### src/rtl/stack_pkg.sv
// Shared definitions for the stack-machine controller.
// Contents: opcode values, error codes, FSM state encoding and the
// per-opcode pop/push count table used by the accept-time checks and
// the push-list loader.
package stack_pkg;

  localparam logic [3:0] OP_NOP  = 4'd0;
  localparam logic [3:0] OP_PUSH = 4'd1;
  localparam logic [3:0] OP_POP  = 4'd2;
  localparam logic [3:0] OP_ADD  = 4'd3;
  localparam logic [3:0] OP_SUB  = 4'd4;
  localparam logic [3:0] OP_AND  = 4'd5;
  localparam logic [3:0] OP_OR   = 4'd6;
  localparam logic [3:0] OP_XOR  = 4'd7;
  localparam logic [3:0] OP_DUP  = 4'd8;
  localparam logic [3:0] OP_SWAP = 4'd9;

  localparam logic [1:0] ERR_DESYNC  = 2'b00;
  localparam logic [1:0] ERR_UNDER   = 2'b01;
  localparam logic [1:0] ERR_OVER    = 2'b10;
  localparam logic [1:0] ERR_ILLEGAL = 2'b11;

  typedef enum logic [2:0] {
    ST_IDLE   = 3'd0,
    ST_ERR    = 3'd1,
    ST_POP    = 3'd2,
    ST_WAITP  = 3'd3,
    ST_EXEC   = 3'd4,
    ST_PUSH   = 3'd5,
    ST_SETTLE = 3'd6,
    ST_DONE   = 3'd7
  } state_t;

  // Number of LIFO pops an opcode performs (illegal opcodes: none).
  function automatic logic [1:0] op_pops(input logic [3:0] op);
    case (op)
      OP_POP, OP_DUP:                                return 2'd1;
      OP_ADD, OP_SUB, OP_AND, OP_OR, OP_XOR, OP_SWAP: return 2'd2;
      default:                                       return 2'd0;
    endcase
  endfunction

  // Number of LIFO pushes an opcode performs (illegal opcodes: none).
  function automatic logic [1:0] op_pushes(input logic [3:0] op);
    case (op)
      OP_PUSH, OP_ADD, OP_SUB, OP_AND, OP_OR, OP_XOR: return 2'd1;
      OP_DUP, OP_SWAP:                               return 2'd2;
      default:                                       return 2'd0;
    endcase
  endfunction

endpackage

### src/rtl/stack_alu.sv
// Combinational 4-bit ALU for the stack controller.
// Ports: op (opcode), a (next-of-stack), b (top-of-stack) -> res, carry.
// carry is the ADD carry-out or the SUB borrow (a < b); 0 for other ops.
module stack_alu
  import stack_pkg::*;
(
  input  logic [3:0] op,
  input  logic [3:0] a,
  input  logic [3:0] b,
  output logic [3:0] res,
  output logic       carry
);

  // Opcode-selected arithmetic/logic result
  always_comb begin
    res   = 4'd0;
    carry = 1'b0;
    case (op)
      OP_ADD: {carry, res} = {1'b0, a} + {1'b0, b};
      OP_SUB: begin
        res   = a - b;
        carry = (a < b);
      end
      OP_AND: res = a & b;
      OP_OR:  res = a | b;
      OP_XOR: res = a ^ b;
      default: begin
        res   = 4'd0;
        carry = 1'b0;
      end
    endcase
  end

endmodule

### src/rtl/stack_ctrl.sv
// Push/pop initiator for lifo_bram: executes one stack instruction at a
// time by sequencing single-cycle lifo_re / lifo_we strobes, waiting out
// the LIFO read latency after each pop and the flag settle time after
// each push. Keeps its own occupancy count and cross-checks it against
// the LIFO flags before every instruction.
// Ports: clk/nReset; instruction handshake (instr_valid/ready/op/imm);
// result pulse (res_valid/data/carry); error pulse (err_valid/code);
// depth; LIFO side (lifo_we/re/din out, lifo_dout/full/empty in).
module stack_ctrl
  import stack_pkg::*;
#(
  parameter int DEPTH   = 256,
  parameter int ADDR_W  = 8,
  parameter int POP_LAT = 3,
  parameter int SETTLE  = 2
)(
  input  logic              clk,
  input  logic              nReset,
  input  logic              instr_valid,
  output logic              instr_ready,
  input  logic [3:0]        instr_op,
  input  logic [3:0]        instr_imm,
  output logic              res_valid,
  output logic [3:0]        res_data,
  output logic              res_carry,
  output logic              err_valid,
  output logic [1:0]        err_code,
  output logic [ADDR_W:0]   depth,
  output logic              lifo_we,
  output logic              lifo_re,
  output logic [3:0]        lifo_din,
  input  logic [3:0]        lifo_dout,
  input  logic              lifo_full,
  input  logic              lifo_empty
);

  localparam int               CNT_W    = 8;
  localparam int               SUM_W    = ADDR_W + 2;
  localparam logic [ADDR_W:0]  DEPTH_V  = (ADDR_W+1)'(DEPTH);
  localparam logic [CNT_W-1:0] CNT_ZERO = {CNT_W{1'b0}};

  state_t            state_r, state_nx;
  logic [3:0]        op_r, imm_r;
  logic [3:0]        last_pop_r, prev_pop_r;   // last_pop = most recent pop
  logic [3:0]        push0_r, push1_r;         // push0 always drives lifo_din
  logic [3:0]        res_data_r;
  logic              res_carry_r;
  logic [1:0]        err_code_r;
  logic [1:0]        pops_left_r, push_left_r;
  logic [ADDR_W:0]   depth_r;
  logic [CNT_W-1:0]  cnt_r;

  logic [1:0]        pops_s, pushes_s;
  logic [SUM_W-1:0]  after_s;
  logic              chk_err_s;
  logic [1:0]        chk_code_s;
  logic [3:0]        alu_res_s, res_s;
  logic              alu_carry_s, carry_s;

  // After two pops last_pop holds A (second popped) and prev_pop holds B.
  stack_alu u_alu (
    .op    (op_r),
    .a     (last_pop_r),
    .b     (prev_pop_r),
    .res   (alu_res_s),
    .carry (alu_carry_s)
  );

  // Accept-time legality checks, highest priority first
  always_comb begin
    pops_s     = op_pops(instr_op);
    pushes_s   = op_pushes(instr_op);
    after_s    = {1'b0, depth_r} - SUM_W'(pops_s) + SUM_W'(pushes_s);
    chk_err_s  = 1'b1;
    chk_code_s = ERR_ILLEGAL;
    if (instr_op > OP_SWAP) begin
      chk_code_s = ERR_ILLEGAL;
    end else if ((lifo_empty != (depth_r == {(ADDR_W+1){1'b0}})) ||
                 (lifo_full  != (depth_r == DEPTH_V))) begin
      chk_code_s = ERR_DESYNC;
    end else if (SUM_W'(pops_s) > {1'b0, depth_r}) begin
      chk_code_s = ERR_UNDER;
    end else if (after_s > SUM_W'(DEPTH)) begin
      chk_code_s = ERR_OVER;
    end else begin
      chk_err_s  = 1'b0;
      chk_code_s = ERR_DESYNC;
    end
  end

  // Instruction result; operands are stable from EXEC until DONE
  always_comb begin
    res_s   = last_pop_r;
    carry_s = 1'b0;
    case (op_r)
      OP_PUSH: res_s = imm_r;
      OP_ADD, OP_SUB, OP_AND, OP_OR, OP_XOR: begin
        res_s   = alu_res_s;
        carry_s = alu_carry_s;
      end
      default: res_s = last_pop_r;
    endcase
  end

  // Next-state logic
  always_comb begin
    state_nx = state_r;
    case (state_r)
      ST_IDLE: begin
        if (instr_valid) begin
          if (chk_err_s)            state_nx = ST_ERR;
          else if (pops_s != 2'd0)  state_nx = ST_POP;
          else                      state_nx = ST_EXEC;
        end else begin
          state_nx = ST_IDLE;
        end
      end
      ST_ERR:   state_nx = ST_IDLE;
      ST_POP:   state_nx = ST_WAITP;
      ST_WAITP: begin
        if (cnt_r != CNT_ZERO)          state_nx = ST_WAITP;
        else if (pops_left_r != 2'd0)   state_nx = ST_POP;
        else                            state_nx = ST_EXEC;
      end
      ST_EXEC: begin
        if (op_pushes(op_r) != 2'd0)    state_nx = ST_PUSH;
        else                            state_nx = ST_DONE;
      end
      ST_PUSH:  state_nx = ST_SETTLE;
      ST_SETTLE: begin
        if (cnt_r != CNT_ZERO)          state_nx = ST_SETTLE;
        else if (push_left_r != 2'd0)   state_nx = ST_PUSH;
        else                            state_nx = ST_DONE;
      end
      ST_DONE:  state_nx = ST_IDLE;
      default:  state_nx = ST_IDLE;
    endcase
  end

  // State register
  always_ff @(posedge clk or negedge nReset) begin
    if (!nReset) state_r <= ST_IDLE;
    else         state_r <= state_nx;
  end

  // Datapath: operand capture, push list, counters, depth, result/error regs
  always_ff @(posedge clk or negedge nReset) begin
    if (!nReset) begin
      op_r        <= 4'd0;
      imm_r       <= 4'd0;
      last_pop_r  <= 4'd0;
      prev_pop_r  <= 4'd0;
      push0_r     <= 4'd0;
      push1_r     <= 4'd0;
      res_data_r  <= 4'd0;
      res_carry_r <= 1'b0;
      err_code_r  <= 2'b00;
      pops_left_r <= 2'd0;
      push_left_r <= 2'd0;
      depth_r     <= {(ADDR_W+1){1'b0}};
      cnt_r       <= CNT_ZERO;
    end else begin
      // Results change only on entry to DONE; NOP leaves them untouched
      if ((state_nx == ST_DONE) && (state_r != ST_DONE) && (op_r != OP_NOP)) begin
        res_data_r  <= res_s;
        res_carry_r <= carry_s;
      end
      case (state_r)
        ST_IDLE: begin
          if (instr_valid) begin
            op_r        <= instr_op;
            imm_r       <= instr_imm;
            pops_left_r <= pops_s;
            if (chk_err_s) err_code_r <= chk_code_s;
          end
        end
        ST_POP: begin
          depth_r     <= depth_r - {{ADDR_W{1'b0}}, 1'b1};
          pops_left_r <= pops_left_r - 2'd1;
          cnt_r       <= CNT_W'(POP_LAT - 1);
        end
        ST_WAITP: begin
          if (cnt_r == CNT_ZERO) begin
            prev_pop_r <= last_pop_r;
            last_pop_r <= lifo_dout;
          end else begin
            cnt_r <= cnt_r - {{(CNT_W-1){1'b0}}, 1'b1};
          end
        end
        ST_EXEC: begin
          push_left_r <= op_pushes(op_r);
          // SWAP pushes B then A; all others push the result (DUP twice)
          push0_r     <= (op_r == OP_SWAP) ? prev_pop_r : res_s;
          push1_r     <= last_pop_r;
        end
        ST_PUSH: begin
          depth_r     <= depth_r + {{ADDR_W{1'b0}}, 1'b1};
          push_left_r <= push_left_r - 2'd1;
          push0_r     <= push1_r;
          cnt_r       <= CNT_W'(SETTLE - 1);
        end
        ST_SETTLE: begin
          if (cnt_r != CNT_ZERO) cnt_r <= cnt_r - {{(CNT_W-1){1'b0}}, 1'b1};
        end
        default: begin
          cnt_r <= cnt_r;
        end
      endcase
    end
  end

  assign instr_ready = (state_r == ST_IDLE);
  assign lifo_re     = (state_r == ST_POP);
  assign lifo_we     = (state_r == ST_PUSH);
  assign lifo_din    = lifo_we ? push0_r : 4'd0;
  assign res_valid   = (state_r == ST_DONE) && (op_r != OP_NOP);
  assign res_data    = res_data_r;
  assign res_carry   = res_carry_r;
  assign err_valid   = (state_r == ST_ERR);
  assign err_code    = err_code_r;
  assign depth       = depth_r;

endmodule
### config.mk
export PLATFORM = sky130hd
export DESIGN_NAME = stack_ctrl
export DESIGN_NICKNAME = d
export VERILOG_FILES = /design/src/rtl/stack_pkg.sv /design/src/rtl/stack_alu.sv /design/src/rtl/stack_ctrl.sv
export SDC_FILE = /design/constraint.sdc
export NUM_CORES = 1
export LEC_CHECK = 0
export CAP_MARGIN = 20
export CORE_MARGIN = 2
export CORE_UTILIZATION = 29
export CTS_CLUSTER_SIZE = 10
export DETAILED_ROUTE_END_ITERATION = 12
export HOLD_SLACK_MARGIN = 0.03
export PLACE_DENSITY = 0.54
export SYNTH_ARGS = -nofsm -noshare
export SYNTH_HDL_FRONTEND = slang
export SYNTH_HIERARCHICAL = 1
export SYNTH_SLANG_ARGS = --single-unit
### constraint.sdc
create_clock -name clk -period 3 [get_ports clk]
set_input_delay 0.3 -clock clk [delete_from_list [all_inputs] [get_ports clk]]
set_output_delay 0.3 -clock clk [all_outputs]
set_load 0.05 [all_outputs]
[Yosys cells after proc, flatten, opt, wreduce, memory -nomap -nowiden]
Memories as Yosys holds them, arrays and structs flattened.
Index checks and enable logic that the tools add are counted.
Storage, ports and cells
  flip-flop bits (word level): 55
  ROM bits: 128
  input bits: 17
  output and inout port bits: 25
  memories: 4
Memory list
  (no name shown): words 16, width 2, read ports 1, clocked after memory_dff 0, write ports 0, line stack_pkg.sv:45  | case (op)
  (no name shown): words 16, width 2, read ports 1, clocked after memory_dff 0, write ports 0, line stack_pkg.sv:45
  (no name shown): words 16, width 2, read ports 1, clocked after memory_dff 0, write ports 0, line stack_pkg.sv:36  | case (op)
  (no name shown): words 16, width 2, read ports 1, clocked after memory_dff 0, write ports 0, line stack_pkg.sv:45
Cells by class
  $add $sub $neg: 9
  $lt $le $gt $ge: 4
  eq/ne operators: 22
  muxes and demuxes: 32
  bitwise logic cells: 3
  reductions and logical operators: 24
Operators with widths (number)
  $pmux W8 S4: 1
  $pmux W3 S7: 1
  $pmux W4 S5: 1
  $mux W2: 9
  $pmux W9 S2: 1
  $eq A4 B3 Y1 const B: 4
  $mux W8: 2
  $pmux W4 S2: 2
  $eq A3 B3 Y1 const B: 5
  $mux W3: 5
  $reduce_bool A2 Y1: 7
  $add A10 B2 Y10: 1
  $gt A10 B9 Y1 const B: 1
  $sub A9 B2 Y10: 1
  $add A9 B1 Y9 const B: 1
  $eq A9 B9 Y1 const B: 1
  $gt A2 B9 Y1: 1
  $logic_not A9 Y1: 1
  $sub A9 B1 Y9 const B: 1
  $logic_not A8 Y1: 1
  $mux W4: 2
  $pmux W2 S2: 2
  $reduce_bool A4 Y1: 2
  $reduce_bool A8 Y1: 1
  other kinds (26): 40

[Depth between registers and ports, before layout]
An unclocked memory read counts as a cell.
  word-level depth: 14
  gate-level depth with buffers: 17

[Hierarchy]
The synthesis kept the hierarchy.
By module, submodules not included
  stack_ctrl: times used 1, cells each 404, area an instance 3686.0 um2, seq. area each 1376.3 um2
  stack_alu: times used 1, cells each 77, area an instance 571.8 um2, seq. area each 0.0 um2

[Least setup slack after synthesis]
No wires, ideal clock.
  path kind: in2reg
  start: input port instr_op[3]
  end: register err_code_r[1] (netlist: err_code[1])
  data arrival time: 3.467 ns
  required time: 2.879 ns
  setup slack: -0.588 ns
  stages: 16
  path buffers: 1
  cells stage by stage: clkbuf_1 > nor2_1 > a31oi_1 > inv_1 > ha_1 > ha_1 > inv_1 > fa_1 > nand2b_1 > a21oi_1 > xnor2_1 > nor4b_1 > nand4_1 > a221oi_1 > a21oi_1 > o22a_1
Between the ends
  word-level cells in the longest chain between the ends: 9
RTL lines
  from (decl): line stack_ctrl.sv:21  | input logic [3:0] instr_op,
  $mem_v2 Z16 W2
  $sub A9 B2 Y10: line stack_ctrl.sv:73  | after_s = {1'b0, depth_r} - SUM_W'(pops_s) + SUM_W'(pushes_s);
  $add A10 B2 Y10: line stack_ctrl.sv:73
  $gt A10 B9 Y1: line stack_ctrl.sv:83  | end else if (after_s > SUM_W'(DEPTH)) begin
  $mux W1: line stack_ctrl.sv:83
  $mux W1: line stack_ctrl.sv:81  | end else if (SUM_W'(pops_s) > {1'b0, depth_r}) begin
  $mux W1: line stack_ctrl.sv:78  | end else if ((lifo_empty != (depth_r == {(ADDR_W+1){1'b0}})) ||
  $mux W1: line stack_ctrl.sv:76  | if (instr_op > OP_SWAP) begin
  $reduce_and A3 Y1 (no line)
  to (signal assigned): line stack_ctrl.sv:174  | if (chk_err_s) err_code_r <= chk_code_s;
  to (decl): line stack_ctrl.sv:48  | logic [1:0] err_code_r;
Parallel ways exist; a longest one is shown, timed or not.
A chain may end at the register's enable or synchronous reset.

[Worst setup path after layout]
  start: input port instr_op[1]
  end: register state_r[0]
Between the ends
  word-level cells in the longest chain between the ends: 11
RTL lines
  $mem_v2 Z16 W2
  $sub A9 B2 Y10: line stack_ctrl.sv:73
  $add A10 B2 Y10: line stack_ctrl.sv:73
  $gt A10 B9 Y1: line stack_ctrl.sv:83
  $mux W1: line stack_ctrl.sv:83
  $mux W1: line stack_ctrl.sv:81
  $mux W1: line stack_ctrl.sv:78
  $mux W1 *: line stack_ctrl.sv:76
  $mux W3 *: line stack_ctrl.sv:111  | if (chk_err_s) state_nx = ST_ERR;
  $mux W3 *: line stack_ctrl.sv:110  | if (instr_valid) begin
  $pmux W3 S7 *: line stack_ctrl.sv:108  | case (state_r)
  via state_nx[0]: line stack_ctrl.sv:42  | state_t state_r, state_nx;
  to (signal assigned): line stack_ctrl.sv:143  | else state_r <= state_nx;
  to (decl): line stack_ctrl.sv:42
The timed path passes the listed nets; every way through them passes the cells marked *.

==> metrics.md <==
| Metric | Value |
|---|---|
| GPL Wtd Cong | `0.8059` |
| Root buffer cell | `clkbuf_16` |
| Total CTS buffers | `5` |
| Hold-fix buffers at CTS | `0` |
| TritonCTS clock tree | `yes` |
| Worst endpoint required time | `roughly 3200 ps` |
| Critical Path Max Stage Delay | `400 ps` |
| CTS max path bufs | `2` |
| Leading area contributor after synthesis | `dfrtp_1` |
| Critical Path Start Type | `input pin` |
| Sw Share | `48.29%` |
| Die area | `15670 µm²` |
| Vias | `roughly 3600` |
| Clk pwr share | `approximately 10%` |
| Setup_tns | `-1007 ps` |
| Die Y | `~130 µm` |
| Syn Nets | `544` |
| Synth top area cells | `dfrtp_1, ha_1, nand2_1, inv_1, o21ai_0` |
| DR pass1 iterations | `4` |
| FFs w/ async S/R, synth | `100.0%` |
| Number of port buffers | `41` |
| DRT iter0 DRCs | `191` |
| Failing checks | `negative setup slack` |
| Via/cell ratio | `4.806` |
| Worst Max-Slew Pin Slew | `661.9 ps` |
| Hold Vio Cnt, Final | `0` |
| Syn_area_per_cell | `a little under 9 µm²` |
| N_diodes | `0` |
| Crit-path cells | `buf_8, buf_6, xnor2_4, or3_4, inv_2, ha_4, inv_4, ha_4, inv_2, fa_2, buf_4, xor2_1, nand3b_1, nor4b_2, nand4_1, a221oi_2, buf_4, nand2_2, o31a_1` |
| Largest family of logic cells by synthesized area | `simple AND/OR/NAND/NOR gates` |
| Mux share of post-synthesis cell area | `6.935%` |
| Final setup violation count | `5` |
| Yosys reg bits | `55` |
| Outcome | `finished, violations left` |
| Sink Count | `55` |
| First-pass GRT wire length | `18000 µm` |
| Worst vdd ir | `roughly 0.7 mV` |
| Grt total ovfl | `0` |
| Yosys cell types | `60` |
| Share of cells above drive strength 1 | `around a fifth` |
| Fin. max-slew vios | `0` |
| Leakage | `~2.5 nW` |
| Rel. slew slack | `roughly 56%` |
| Clock insertion delay at the later pin of the skew report | `300 ps` |
| Endpoint type of the worst setup path | `register` |
| Total track usage | `roughly 14%` |
| H-tree Lvls | `2` |
| Area Growth Syn to Fin | `27.74%` |
| RSZ-0062 raised after global routing | `yes` |
| Core Box Area | `14420 µm²` |
| Remaining DRCs | `0` |
| Max Freq | `307.8 MHz` |
| Compound-Gate Fraction of Synth Area | `17.19%` |
| Wirelength per Cell | `14.44 µm` |
| Top_reg_cell synth | `dfrtp_1` |
| Tmin final | `3249 ps` |
| Clock transition at path regs | `80 ps` |
| Worst-path fanout max | `4` |
| Synth Area in XOR/XNOR | `between 4 and 5%` |
| Starting Density | `29.52%` |
| Fin nets | `roughly 620` |
| Post-synth EDFFs | `0` |
| Seq/Total Area, Yosys | `about a third` |
| Top-area cell type share of the netlist area | `between 30% and 40%` |
| Final WL | `about 11000 µm` |
| Cell Pwr Density | `1128 nW/µm²` |
| P_sw | `2.963 mW` |
| Simple-gate share of the synthesized area | `18.81%` |
| Kind of critical path | `in -> reg` |
| Syn Inst Count | `approximately 480` |
| Critical path's slowest cell | `or3_4` |
| HPWL after detailed placement | `~8300 µm` |
| Hold_ws | `about 30 ps` |
| Crit-path leading delay family | `simple AND/OR/NAND/NOR gates` |
| Antenna-violating nets left | `0` |
| Final setup margin | `-249.4 ps` |
| Pin count of the biggest net entering global routing | `26` |
| Period Utilization, post-route | `108.3%` |
| Chip width | `125.2 µm` |
| Part of the power in registers | `21.6%` |
| Internal cell power | `between 3 and 4 mW` |
| # IOs | `between 40 and 50` |
| Initial antenna violation count | `0` |
| Class of the worst hold path | `in -> async` |
| Number of global-route vias before repair | `3650` |
| Buf/Inv on CP | `7` |
| Max Clock Skew | `5.932 ps` |
| Row Count | `44` |
| Cell Area, Synth | `4258 µm²` |
| Worst Path Arrival | `3430 ps` |
| Yosys Warn Count | `6` |
| Logic pwr share | `68.5%` |
| Synth Area in Adders | `14.46%` |
| Number of max-cap violations | `0` |
==> final cells by class <==
type                       count  area [µm²]
fill                        1470        8985
clock buffer                   5       125.1
timing repair buffer          83       742.0
inverter                      45       171.4
sequential                    55        1378
multi-input combinational    364        2765
tap                          184       230.2
clock inverter                 3       27.53
==> kinds of logic after synthesis <==
| kind of cell | after synthesis |
|---|---|
| AO/OA/AOI/OAI | 110 |
| XOR/XNOR | 20 |
| adder cells (fa/ha/maj) | 47 |
| buffers and inverters | 62 |
| flip-flops | 55 |
| multiplexers | 27 |
| AND/OR/NAND/NOR | 160 |
==> sequential cells by signal, summed over array words and instances (netlist names) <==
name         count
depth            9
cnt_r            8
imm_r            4
last_pop_r       4
op_r             4
prev_pop_r       4
push0_r          4
push1_r          4
res_data         4
state_r          3
err_code         2
pops_left_r      2
push_left_r      2
res_carry        1
==> worst paths after layout <==
kind / depth (start not counted) / slack (ps) / endpoint / start
worst min-delay path: 1 / 30 / depth[5]$_DFFE_PN0P_ / nReset
worst min register to register: 2 / 490 / imm_r[2]$_DFFE_PN0P_ / imm_r[2]$_DFFE_PN0P_
min in group clk: 4 / 320 / op_r[0]$_DFFE_PN0P_ / instr_op[0]
worst max register to register: 14 / -80 / state_r[0]$_DFF_PN0_ / depth[1]$_DFFE_PN0P_
worst max-delay path: 19 / -250 / state_r[0]$_DFF_PN0_ / instr_op[1]
max in group asynchronous: 2 / 2270 / prev_pop_r[2]$_DFFE_PN0P_ / nReset
==> power by group through the flow <==
| stage | logic [mW] | registers (mW) | clock network, mW |
|---|---|---|---|
| after floorplan | 2.65 | 1.65 | 0 |
| after global placement | 3.98 | 1.33 | 0 |
| after detailed placement | 4.04 | 1.34 | 0 |
| after CTS | 4.17 | 1.33 | 0.634 |
| after global routing | 4.64 | 1.38 | 0.664 |
| final | 4.20 | 1.32 | 0.612 |
==> layout by cell type (no fill, tap or decap), types with 6 or more instances in the layout <==
cell type,Yosys,layout
mux2_2,12,12
nor2_1,36,36
nand2_1,62,60
nor2b_1,7,6
mux2i_1,13,12
nor3_1,9,9
and3_1,7,7
o21ai_0,31,30
xnor2_1,10,9
buf_4,0,37
a21o_1,6,6
buf_6,4,7
dfrtp_1,55,54
clkdlybuf4s50_1,0,36
nand3_1,7,7
ha_1,42,37
inv_1,45,42
xor2_1,10,10
a21oi_1,27,25
==> metal layers <==
| layer | part of all wire, % | up-vias | GRT usage (%) | wire length [µm] |
|---|---|---|---|---|
| li1 | - | 1807 | - | - |
| met1 | 46 | 1687 | 17.62 | 4940 |
| met2 | 50 | 47 | 24.30 | 5287 |
| met3 | 2.1 | 11 | 1.968 | 228 |
| met4 | 2.0 | 0 | 4.248 | 212 |
| met5 | 0 | - | 0 | 0 |
==> timing repair <==
action,4_1_cts,5_1_grt
setup endpoints to repair,5,6
gates resized for setup,31,11
gates cloned,0,0
pin swaps,15,13
buffers inserted,6,2
==> cell usage after synthesis, types with 3 or more instances <==
master / count
nand3_1: 7
o211ai_1: 4
and2_1: 4
and3_1: 7
xor2_1: 10
o41ai_1: 3
o31ai_1: 3
a22oi_1: 5
clkbuf_1: 12
o21a_1: 4
nor3_1: 9
inv_1: 45
xnor2_1: 10
nand3b_1: 3
a21o_1: 6
dfrtp_1: 55
a21oi_1: 27
ha_1: 42
buf_6: 4
o21ai_0: 31
nor3b_1: 3
o21bai_1: 5
nand2b_1: 4
nand2_1: 62
nor2_1: 36
nor2b_1: 7
or3_1: 4
mux2_2: 12
a31oi_1: 4
mux2i_1: 13
fa_1: 4
==> through the flow <==
step / setup slack, ps / utilization, % / cell area, µm² / total power, mW / cells
final: -249.4 / 37.71 / 5439 / 6.137 / 739
after global routing: -368.2 / 37.71 / 5439 / 6.681 / 739
after detailed placement: -907.3 / 35.41 / 5107 / 5.381 / 723
after CTS: -259.9 / 37.27 / 5375 / 6.130 / 737
after global placement: -826.4 / 35.41 / 5107 / 5.304 / 723
after floorplan: -186.4 / - / 4333 / 4.293 / 481
==> worst register-to-register path, delay by kind of cell, from the launching register on <==
| kind | cells | cell delay, ps |
|---|---|---|
| AO/OA/AOI/OAI | 2 | 550 |
| XOR/XNOR | 1 | 140 |
| adder cells (fa/ha/maj) | 3 | 840 |
| buffers and inverters | 4 | 490 |
| flip-flops | 1 | 400 |
| AND/OR/NAND/NOR | 4 | 550 |
Note: power is estimated with default switching activity, not from simulation.
